[src/rtl/program_counter_if.sv]
// Control/status bundle between instruction decode and the program counter.
// Widths follow WIDTH (address) and DEPTH (return-stack entries).
interface program_counter_if #(
  parameter int unsigned WIDTH = 16,
  parameter int unsigned DEPTH = 8
);
  logic                     en;
  logic                     clr;
  logic                     load;
  logic                     inc;
  logic                     call;
  logic                     ret;
  logic [WIDTH-1:0]         in;
  logic [WIDTH-1:0]         out;
  logic                     wrap;
  logic [$clog2(DEPTH):0]   depth;
  logic                     stack_err;

  modport master (
    output en, clr, load, inc, call, ret, in,
    input  out, wrap, depth, stack_err
  );

  modport slave (
    input  en, clr, load, inc, call, ret, in,
    output out, wrap, depth, stack_err
  );
endinterface

[src/rtl/program_counter.sv]
// Program counter with load/inc/clear and a DEPTH-entry return-address stack.
// PC_STACK_GUARD_EN: guarded stack (no wrap, sticky stack_err); default is a circular stack.
module program_counter #(
  parameter int unsigned      WIDTH       = 16,
  parameter int unsigned      DEPTH       = 8,
  parameter logic [WIDTH-1:0] RESET_VALUE = '0
) (
  input logic              clk,
  input logic              rst_n,
  program_counter_if.slave bus
);
  localparam int unsigned    PW   = $clog2(DEPTH);
  localparam int unsigned    DW   = PW + 1;
  localparam logic [DW-1:0]  FULL = DW'(DEPTH);

  logic [WIDTH-1:0] stack [DEPTH];
  logic [WIDTH-1:0] pc;
  logic [WIDTH-1:0] pc_inc;
  logic [PW-1:0]    ptr;
  logic [PW-1:0]    ptr_dec;
  logic [DW-1:0]    cnt;
  logic             wrap_q;
  logic             do_clr, do_ret, do_call, do_load, do_inc;
  logic             empty, full, push;

  assign pc_inc  = pc + WIDTH'(1);
  assign ptr_dec = ptr - PW'(1);
  assign empty   = (cnt == '0);
  assign full    = (cnt == FULL);

  always_comb begin
    do_clr  = 1'b0;
    do_ret  = 1'b0;
    do_call = 1'b0;
    do_load = 1'b0;
    do_inc  = 1'b0;
    if (bus.en) begin
      if (bus.clr)       do_clr  = 1'b1;
      else if (bus.ret)  do_ret  = 1'b1;
      else if (bus.call) do_call = 1'b1;
      else if (bus.load) do_load = 1'b1;
      else if (bus.inc)  do_inc  = 1'b1;
    end
  end

`ifdef PC_STACK_GUARD_EN
  assign push = do_call && !full;
`else
  assign push = do_call;
`endif

  // Stack storage needs no reset; rst_n gating keeps an in-flight call from landing.
  always_ff @(posedge clk) begin
    if (rst_n && push) stack[ptr] <= pc_inc;
  end

  // ptr is the write slot and wraps freely; cnt tracks how many entries are valid.
  always_ff @(posedge clk or negedge rst_n) begin
    if (!rst_n) begin
      pc     <= RESET_VALUE;
      ptr    <= '0;
      cnt    <= '0;
      wrap_q <= 1'b0;
    end else begin
      wrap_q <= do_inc && (pc == '1);
      if (do_clr) begin
        pc  <= RESET_VALUE;
        ptr <= '0;
        cnt <= '0;
      end else if (do_ret) begin
`ifdef PC_STACK_GUARD_EN
        if (!empty) begin
          pc  <= stack[ptr_dec];
          ptr <= ptr_dec;
          cnt <= cnt - DW'(1);
        end
`else
        pc  <= stack[ptr_dec];
        ptr <= ptr_dec;
        if (!empty) cnt <= cnt - DW'(1);
`endif
      end else if (do_call) begin
        pc <= bus.in;
        if (push) begin
          ptr <= ptr + PW'(1);
          if (!full) cnt <= cnt + DW'(1);
        end
      end else if (do_load) begin
        pc <= bus.in;
      end else if (do_inc) begin
        pc <= pc_inc;
      end
    end
  end

`ifdef PC_STACK_GUARD_EN
  logic err_q;

  always_ff @(posedge clk or negedge rst_n) begin
    if (!rst_n) begin
      err_q <= 1'b0;
    end else if (do_clr) begin
      err_q <= 1'b0;
    end else if ((do_ret && empty) || (do_call && full)) begin
      err_q <= 1'b1;
    end
  end

  assign bus.stack_err = err_q;
`else
  assign bus.stack_err = 1'b0;
`endif

  assign bus.out   = pc;
  assign bus.wrap  = wrap_q;
  assign bus.depth = cnt;
endmodule
[src/flat_wrapper.sv]
// flat-port wrapper written by rule: the top's interface ports become plain ports
module program_counter_flat 
#(
  parameter int unsigned      WIDTH       = 16,
  parameter int unsigned      DEPTH       = 8,
  parameter logic [WIDTH-1:0] RESET_VALUE = '0
)
  (clk, rst_n, bus_en, bus_clr, bus_load, bus_inc, bus_call, bus_ret, bus_in, bus_out, bus_wrap, bus_depth, bus_stack_err);
  program_counter_if #(.WIDTH(WIDTH), .DEPTH(DEPTH)) bus_i ();
  input logic clk;
  input logic rst_n;
  input wire logic [$bits(bus_i.en)-1:0] bus_en;
  input wire logic [$bits(bus_i.clr)-1:0] bus_clr;
  input wire logic [$bits(bus_i.load)-1:0] bus_load;
  input wire logic [$bits(bus_i.inc)-1:0] bus_inc;
  input wire logic [$bits(bus_i.call)-1:0] bus_call;
  input wire logic [$bits(bus_i.ret)-1:0] bus_ret;
  input wire logic [$bits(bus_i.in)-1:0] bus_in;
  output wire logic [$bits(bus_i.out)-1:0] bus_out;
  output wire logic [$bits(bus_i.wrap)-1:0] bus_wrap;
  output wire logic [$bits(bus_i.depth)-1:0] bus_depth;
  output wire logic [$bits(bus_i.stack_err)-1:0] bus_stack_err;
  assign bus_i.en = bus_en;
  assign bus_i.clr = bus_clr;
  assign bus_i.load = bus_load;
  assign bus_i.inc = bus_inc;
  assign bus_i.call = bus_call;
  assign bus_i.ret = bus_ret;
  assign bus_i.in = bus_in;
  assign bus_out = bus_i.out;
  assign bus_wrap = bus_i.wrap;
  assign bus_depth = bus_i.depth;
  assign bus_stack_err = bus_i.stack_err;
  program_counter #(.WIDTH(WIDTH), .DEPTH(DEPTH), .RESET_VALUE(RESET_VALUE)) u_core (.clk(clk), .rst_n(rst_n), .bus(bus_i));
endmodule
[config.mk]
export PLATFORM = sky130hd
export DESIGN_NAME = program_counter_flat
export DESIGN_NICKNAME = d
export VERILOG_FILES = /design/src/rtl/program_counter_if.sv /design/src/rtl/program_counter.sv /design/src/flat_wrapper.sv
export SDC_FILE = /design/constraint.sdc
export NUM_CORES = 1
export LEC_CHECK = 0
export BUFFER_PORTS_ARGS = -buffer_cell sky130_fd_sc_hd__buf_2
export CAP_MARGIN = 25
export CORE_MARGIN = 2
export CORE_UTILIZATION = 40
export CTS_CLUSTER_SIZE = 28
export DETAILED_ROUTE_END_ITERATION = 10
export MAX_ROUTING_LAYER = met4
export PLACE_DENSITY_LB_ADDON = 0.25
export SLEW_MARGIN = 25
export SYNTH_ARGS = -nofsm -noshare
export SYNTH_HDL_FRONTEND = slang
export SYNTH_SLANG_ARGS = --single-unit
[constraint.sdc]
create_clock -name clk -period 2.8 [get_ports clk]
set_input_delay 0.42 -clock clk [delete_from_list [all_inputs] [get_ports clk]]
set_output_delay 0.42 -clock clk [all_outputs]
set_load 0.01 [all_outputs]
Yosys cells after proc, flatten, opt, wreduce, memory -nomap -nowiden
Memories as Yosys holds them, arrays and structs flattened.
Index checks and enable logic that the tools add are counted.
{"block": "word_totals", "reg_bits": 24, "mem_bits_rw": 128, "input_bits": 24, "output_inout_bits": 22, "memories": 1}
{"block": "op_classes", "add_sub_neg": 5, "eq_ne": 4, "mux": 35, "n_reduce_logical": 6}
{"name": "u_core.stack", "depth": 8, "word_bits": 16, "rd": 1, "rd_ports_with_merged_regs": 0, "wr": 1, "line_no": "program_counter.sv:16", "source": "logic [WIDTH-1:0] stack [DEPTH];"}
{"operator": "two-way mux 16 bit", "n": 5}
{"operator": "two-way mux 1 bit", "n": 22}
{"operator": "two-way mux 4 bit", "n": 5}
{"operator": "adder 16 x 1 -> 16 bit (second input constant)", "n": 1}
{"operator": "equality test 16 bit (second input constant)", "n": 1}
{"operator": "two-way mux 3 bit", "n": 3}
{"operator": "nonzero test 5 bit", "n": 1}
{"operator": "adder 4 x 1 -> 4 bit (second input constant)", "n": 1}
{"operator": "equality test 4 bit (second input constant)", "n": 1}
{"operator": "zero test 4 bit", "n": 1}
{"operator": "subtractor 4 x 1 -> 4 bit (second input constant)", "n": 1}
{"operator": "adder 3 x 1 -> 3 bit (second input constant)", "n": 1}
{"operator": "!= test 3 x 1 -> 1 bit (second input constant)", "n": 1}
{"operator": "!= test 3 x 2 -> 1 bit (second input constant)", "n": 1}
{"operator": "AND reduction 3 bit", "n": 1}
{"operator": "nonzero test 3 bit", "n": 1}
{"operator": "subtractor 3 x 1 -> 3 bit (second input constant)", "n": 1}
{"operator": "logical AND 1 bit", "n": 2}

Logic depth before layout (Yosys ltp)
{"block": "logic_depth", "word_depth": 11, "mapped_depth": 11, "ltp_nobuf": 8}

Least setup slack after synthesis
Ideal clock, no wire load.
{"block": "synth_timing", "kind": "in2reg", "from": "input bus_clr", "to": "memory u_core.stack[1][0], enable pin", "setup_ps": 409, "arrival_time_ps": 2443, "t_required_ps": 2391, "slack_ps": -53, "stages": 6, "cell_sequence": "buf_4 -> nor3b_2 -> and2_1 -> buf_2 -> nand3_1 -> nor3_1"}
{"block": "synth_between", "elab_chain_len": 5}
{"element": "from (decl)", "line_no": "flat_wrapper.sv:13", "source": "input wire logic [$bits(bus_i.clr)-1:0] bus_clr;"}
{"element": "two-way mux 1 bit", "line_no": "program_counter.sv:38", "source": "if (bus.clr) do_clr = 1'b1;"}
{"element": "two-way mux 1 bit", "line_no": "program_counter.sv:37", "source": "if (bus.en) begin"}
{"element": "logical AND 1 bit", "line_no": "program_counter.sv:54", "source": "if (rst_n && push) stack[ptr] <= pc_inc;"}
{"element": "two-way mux 1 bit", "line_no": "program_counter.sv:54"}
{"element": "two-way mux 1 bit (implied by the code)", "line_no": "program_counter.sv:54"}
{"element": "to (decl)", "line_no": "program_counter.sv:16"}
Every way passes these cells.

Worst setup path after layout
{"block": "layout_timing", "from": "register u_core.ptr[1]", "to": "register u_core.pc[9], in the netlist u_core.bus.out[9]"}
{"block": "layout_between", "elab_chain_len": 4}
{"element": "from (decl)", "line_no": "program_counter.sv:19", "source": "logic [PW-1:0] ptr;"}
{"element": "from (signal assigned)", "line_no": "program_counter.sv:79", "source": "ptr <= ptr_dec;"}
{"element": "from (signal assigned)", "line_no": "program_counter.sv:85", "source": "ptr <= ptr + PW'(1);"}
{"element": "subtractor 3 x 1 -> 3 bit", "line_no": "program_counter.sv:27", "source": "assign ptr_dec = ptr - PW'(1);"}
{"element": "memory (8 x 16 bit)"}
{"element": "two-way mux 16 bit", "line_no": "program_counter.sv:70", "source": "end else if (do_ret) begin"}
{"element": "two-way mux 16 bit", "line_no": "program_counter.sv:66", "source": "if (do_clr) begin"}
{"element": "to (signal assigned)", "line_no": "program_counter.sv:78", "source": "pc <= stack[ptr_dec];"}
{"element": "to (signal assigned)", "line_no": "program_counter.sv:83", "source": "pc <= bus.in;"}
{"element": "to (signal assigned)", "line_no": "program_counter.sv:89", "source": "pc <= bus.in;"}
{"element": "to (decl)", "line_no": "program_counter.sv:17", "source": "logic [WIDTH-1:0] pc;"}
Every way passes these cells.
A chain may end at the register's enable or synchronous reset.

==> results_dict.tcl <==
set metrics [dict create \
    ctsHoldBuffers 0 \
    num_rows 47 \
    ys_types 59 \
    drc 0 \
    cts_made_buffers 17 \
    cp_cell_sequence "inv_1, ha_1, buf_12, mux4_2, nor3_2, nor3_2, a31o_1, a22o_1" \
    initial_core_util_pct 40.95 \
    pwr-share-seq_pct 42.1 \
    drv_slew 0 \
    grt_first_pass_wirelength_um 25920 \
    synthToLayoutAreaGrowth_pct 16.54 \
    ant_nets 0 \
    stdcell_area_um2 7943 \
    reg2reg_from "u_core.ptr[1]" \
    core_um2 16640 \
    drive_gt1_share_pct 30.18 \
    slew_headroom_pct 51.49 \
    fmax_mhz 435.1 \
    drt-wirelength-per-cell_um 23.64 \
    syn_area_per_cell_um2 15.92 \
    fp.dieW_um 134.5 \
    crit_cells 8 \
    synth_top_area_cell "edfxtp_1" \
    overflow 0 \
    cts_tree "yes" \
    fin_crit_ps 2299 \
    worst_slack_ps 501.5 \
    place_area_um2 7380 \
    switchingPower_mw 1.904 \
    worstMarginPinSlew_ps 722.5 \
    gp_congestion 0.8081 \
    cts_root_buf "clkbuf_16" \
    viasPerCell 5.787 \
    synth_area_um2 6815 \
    reg2reg_depth 8 \
    worst_hold_path_type "input port to async pin" \
    final_cell_mix "edfxtp_1, buf_2, mux4_2" \
    synth.area.top_cells "edfxtp_1, mux4_2, dfrtp_1, xnor2_1, buf_6" \
    pwr-share-clk_pct 32.8 \
    p_leak_nw 2.861 \
    setup_viol 0 \
    whs_ps 59.74 \
    peakVddDrop_v 0.0005435 \
    r2r_end "u_core.bus.out[9]" \
    critPathMaxFanout 32 \
    path_delay_family "flip-flops" \
    worst_path_most_repeated_cell "nor3_2" \
    switching_share_pct 29.09 \
    grt_max_degree 37 \
    port-buffer-count 44 \
    die-area_um2 18100 \
    routed_wl_um 17210 \
    async_flop_share_pct 15.79 \
    reg2reg_slack_ps 500 \
    via_count 4213 \
    synth_seq_area_share_pct 65.21 \
    clockBufferDepth 2 \
    synth_nets 457 \
    p_per_area_nw_per_um2 824.2 \
    drv_cap 0 \
    htreeDepth 4 \
    cts_setup_buffers 0 \
    path_class "flop to flop" \
    fill_cells 1445 \
    critPathArrivalTime_ps 2610 \
    dominantRegCellSynth "edfxtp_1" \
    syn_inst 428 \
    place_ws_ps 423.9 \
    io_pins 46 \
    drt_iter0_markers 380 \
    nNetsFinal 523 \
    dp_hpwl_um 11340 \
    outcome "finished, final reports clean" \
    crit_path_end_kind "flop" \
    antenna_found_initial 1 \
    worstSkewPairLatency_ps 420 \
    fin_crit_sh_pct 82.09 \
    hold_viol 0 \
    die_h_um 134.5 \
    yosysTopAreaCellShare_pct 56.40 \
    critPathRequiredTime_ps 3110 \
    synth_edf_count 128 \
    ys_warn_count 0 \
    post_cts_resize_count 0 \
    cp_slowest_cell "dfrtp_1" \
    critPathBufInv 2 \
    final_common_cell "edfxtp_1" \
    fin_total_pwr_mw 6.546 \
    fin_setup_tns_ps 0 \
    rsz0062_at_grt "false" \
    p_comb_share_pct 25.1 \
    synth_seq_cells 152 \
    startpoint_type "flop" \
    grt_pass1_vias 4223 \
    crit_path_max_incr_delay_ps 480 \
    intPower_mw 4.641 \
    dr.pass1.iters 4 \
    path_clk_slew_ps 60 \
    fin_skew_ps 11.46 \
    track_usage_pct 20.63 \
    numClockSinks 152 \
]
-- Yosys cell counts (all sizes together), types with 2 or more instances --
cell	n
o221ai	2
o21a	3
o21ai	16
a21o	6
nor2	19
edfxtp	128
inv	5
nand4	10
and4	3
mux4	32
dfrtp	24
o31ai	6
nand2	22
nand3	12
xnor2	15
clkbuf	3
a211oi	4
a21oi	14
and3	2
ha	5
buf	24
xor2	3
o32ai	2
o22ai	10
nor3	18
o31a	5
and2	5
a22o	7
o41ai	2
mux2i	3
-- worst max-delay path by stage --
stage,startpoint,end,slack [ps]
after CTS,u_core.ptr[1],u_core.bus.out[9],520
after global routing,u_core.ptr[1],u_core.bus.out[9],350
after global placement,bus_en,u_core.stack[5][7],460
after floorplan,bus_clr,u_core.stack[5][0],370
after detailed placement,bus_en,u_core.stack[5][7],420
final,u_core.ptr[1],u_core.bus.out[9],500
-- area by class of cell --
class                           count  area [um2]  share of cell area (%)
Sequential cell                   152        4446                   55.97
Multi-Input combinational cell    244        2170                   27.32
Timing Repair Buffer               74       470.5                   5.923
Clock buffer                       21       460.4                   5.797
Tap cell                          220       275.3                   3.466
Clock inverter                     11       100.1                   1.260
Inverter                            5       18.77                  0.2363
Antenna cell                        1       2.502                 0.03151
-- cell families (layout without fill, tap and decap cells) --
family	after synthesis	in the layout	share of synthesized area [%]
adder cells (fa/ha/maj)	5	5	0.9179
other	1	2	0.05502
buffers and inverters	32	111	3.103
AND/OR/NAND/NOR	100	100	8.225
XOR/XNOR	18	18	2.313
flip-flops	152	152	65.21
multiplexers	36	36	11.18
AO/OA/AOI/OAI	84	84	8.996
-- metal layers --
| metal | part of all wire (%) | track usage [%] | wire [um] |
|---|---|---|---|
| met1 | 42 | 26.11 | 7238 |
| met2 | 50 | 33.36 | 8688 |
| met3 | 5.7 | 5.068 | 976 |
| met4 | 1.8 | 5.965 | 306 |
| met5 | 0 | - | 0 |
-- power by group through the flow --
stage | clock (mW) | sequential, mW | combinational, mW
2_1_floorplan | 0 | 2.76 | 1.15
3_3_place_gp | 0 | 2.79 | 1.66
3_5_place_dp | 0 | 2.80 | 1.68
4_1_cts | 2.18 | 2.75 | 1.68
5_1_grt | 2.27 | 2.77 | 1.77
6_report | 2.15 | 2.75 | 1.64
-- stage by stage --
| step | utilization, % | instances |
|---|---|---|
| 3_3_place_gp | 44.34 | 695 |
| 2_1_floorplan | - | 428 |
| 5_1_grt | 47.73 | 728 |
| 3_5_place_dp | 44.34 | 695 |
| 6_report | 47.73 | 728 |
| 4_1_cts | 47.71 | 727 |
-- sequential cells by signal, summed over array words and instances, names as in the netlist --
| register | count |
|---|---|
| u_core.stack | 128 |
| u_core.bus.out | 16 |
| u_core.bus.depth | 4 |
| u_core.ptr | 3 |
| u_core.bus.wrap | 1 |
-- worst register-to-register path, stage by stage (launching register included) --
cell     delay, ps
dfrtp_1        480
inv_1          130
ha_1           370
buf_12         220
mux4_2         390
nor3_2         140
nor3_2          70
a31o_1         220
a22o_1         170
Power figures use the tool's default switching activity.
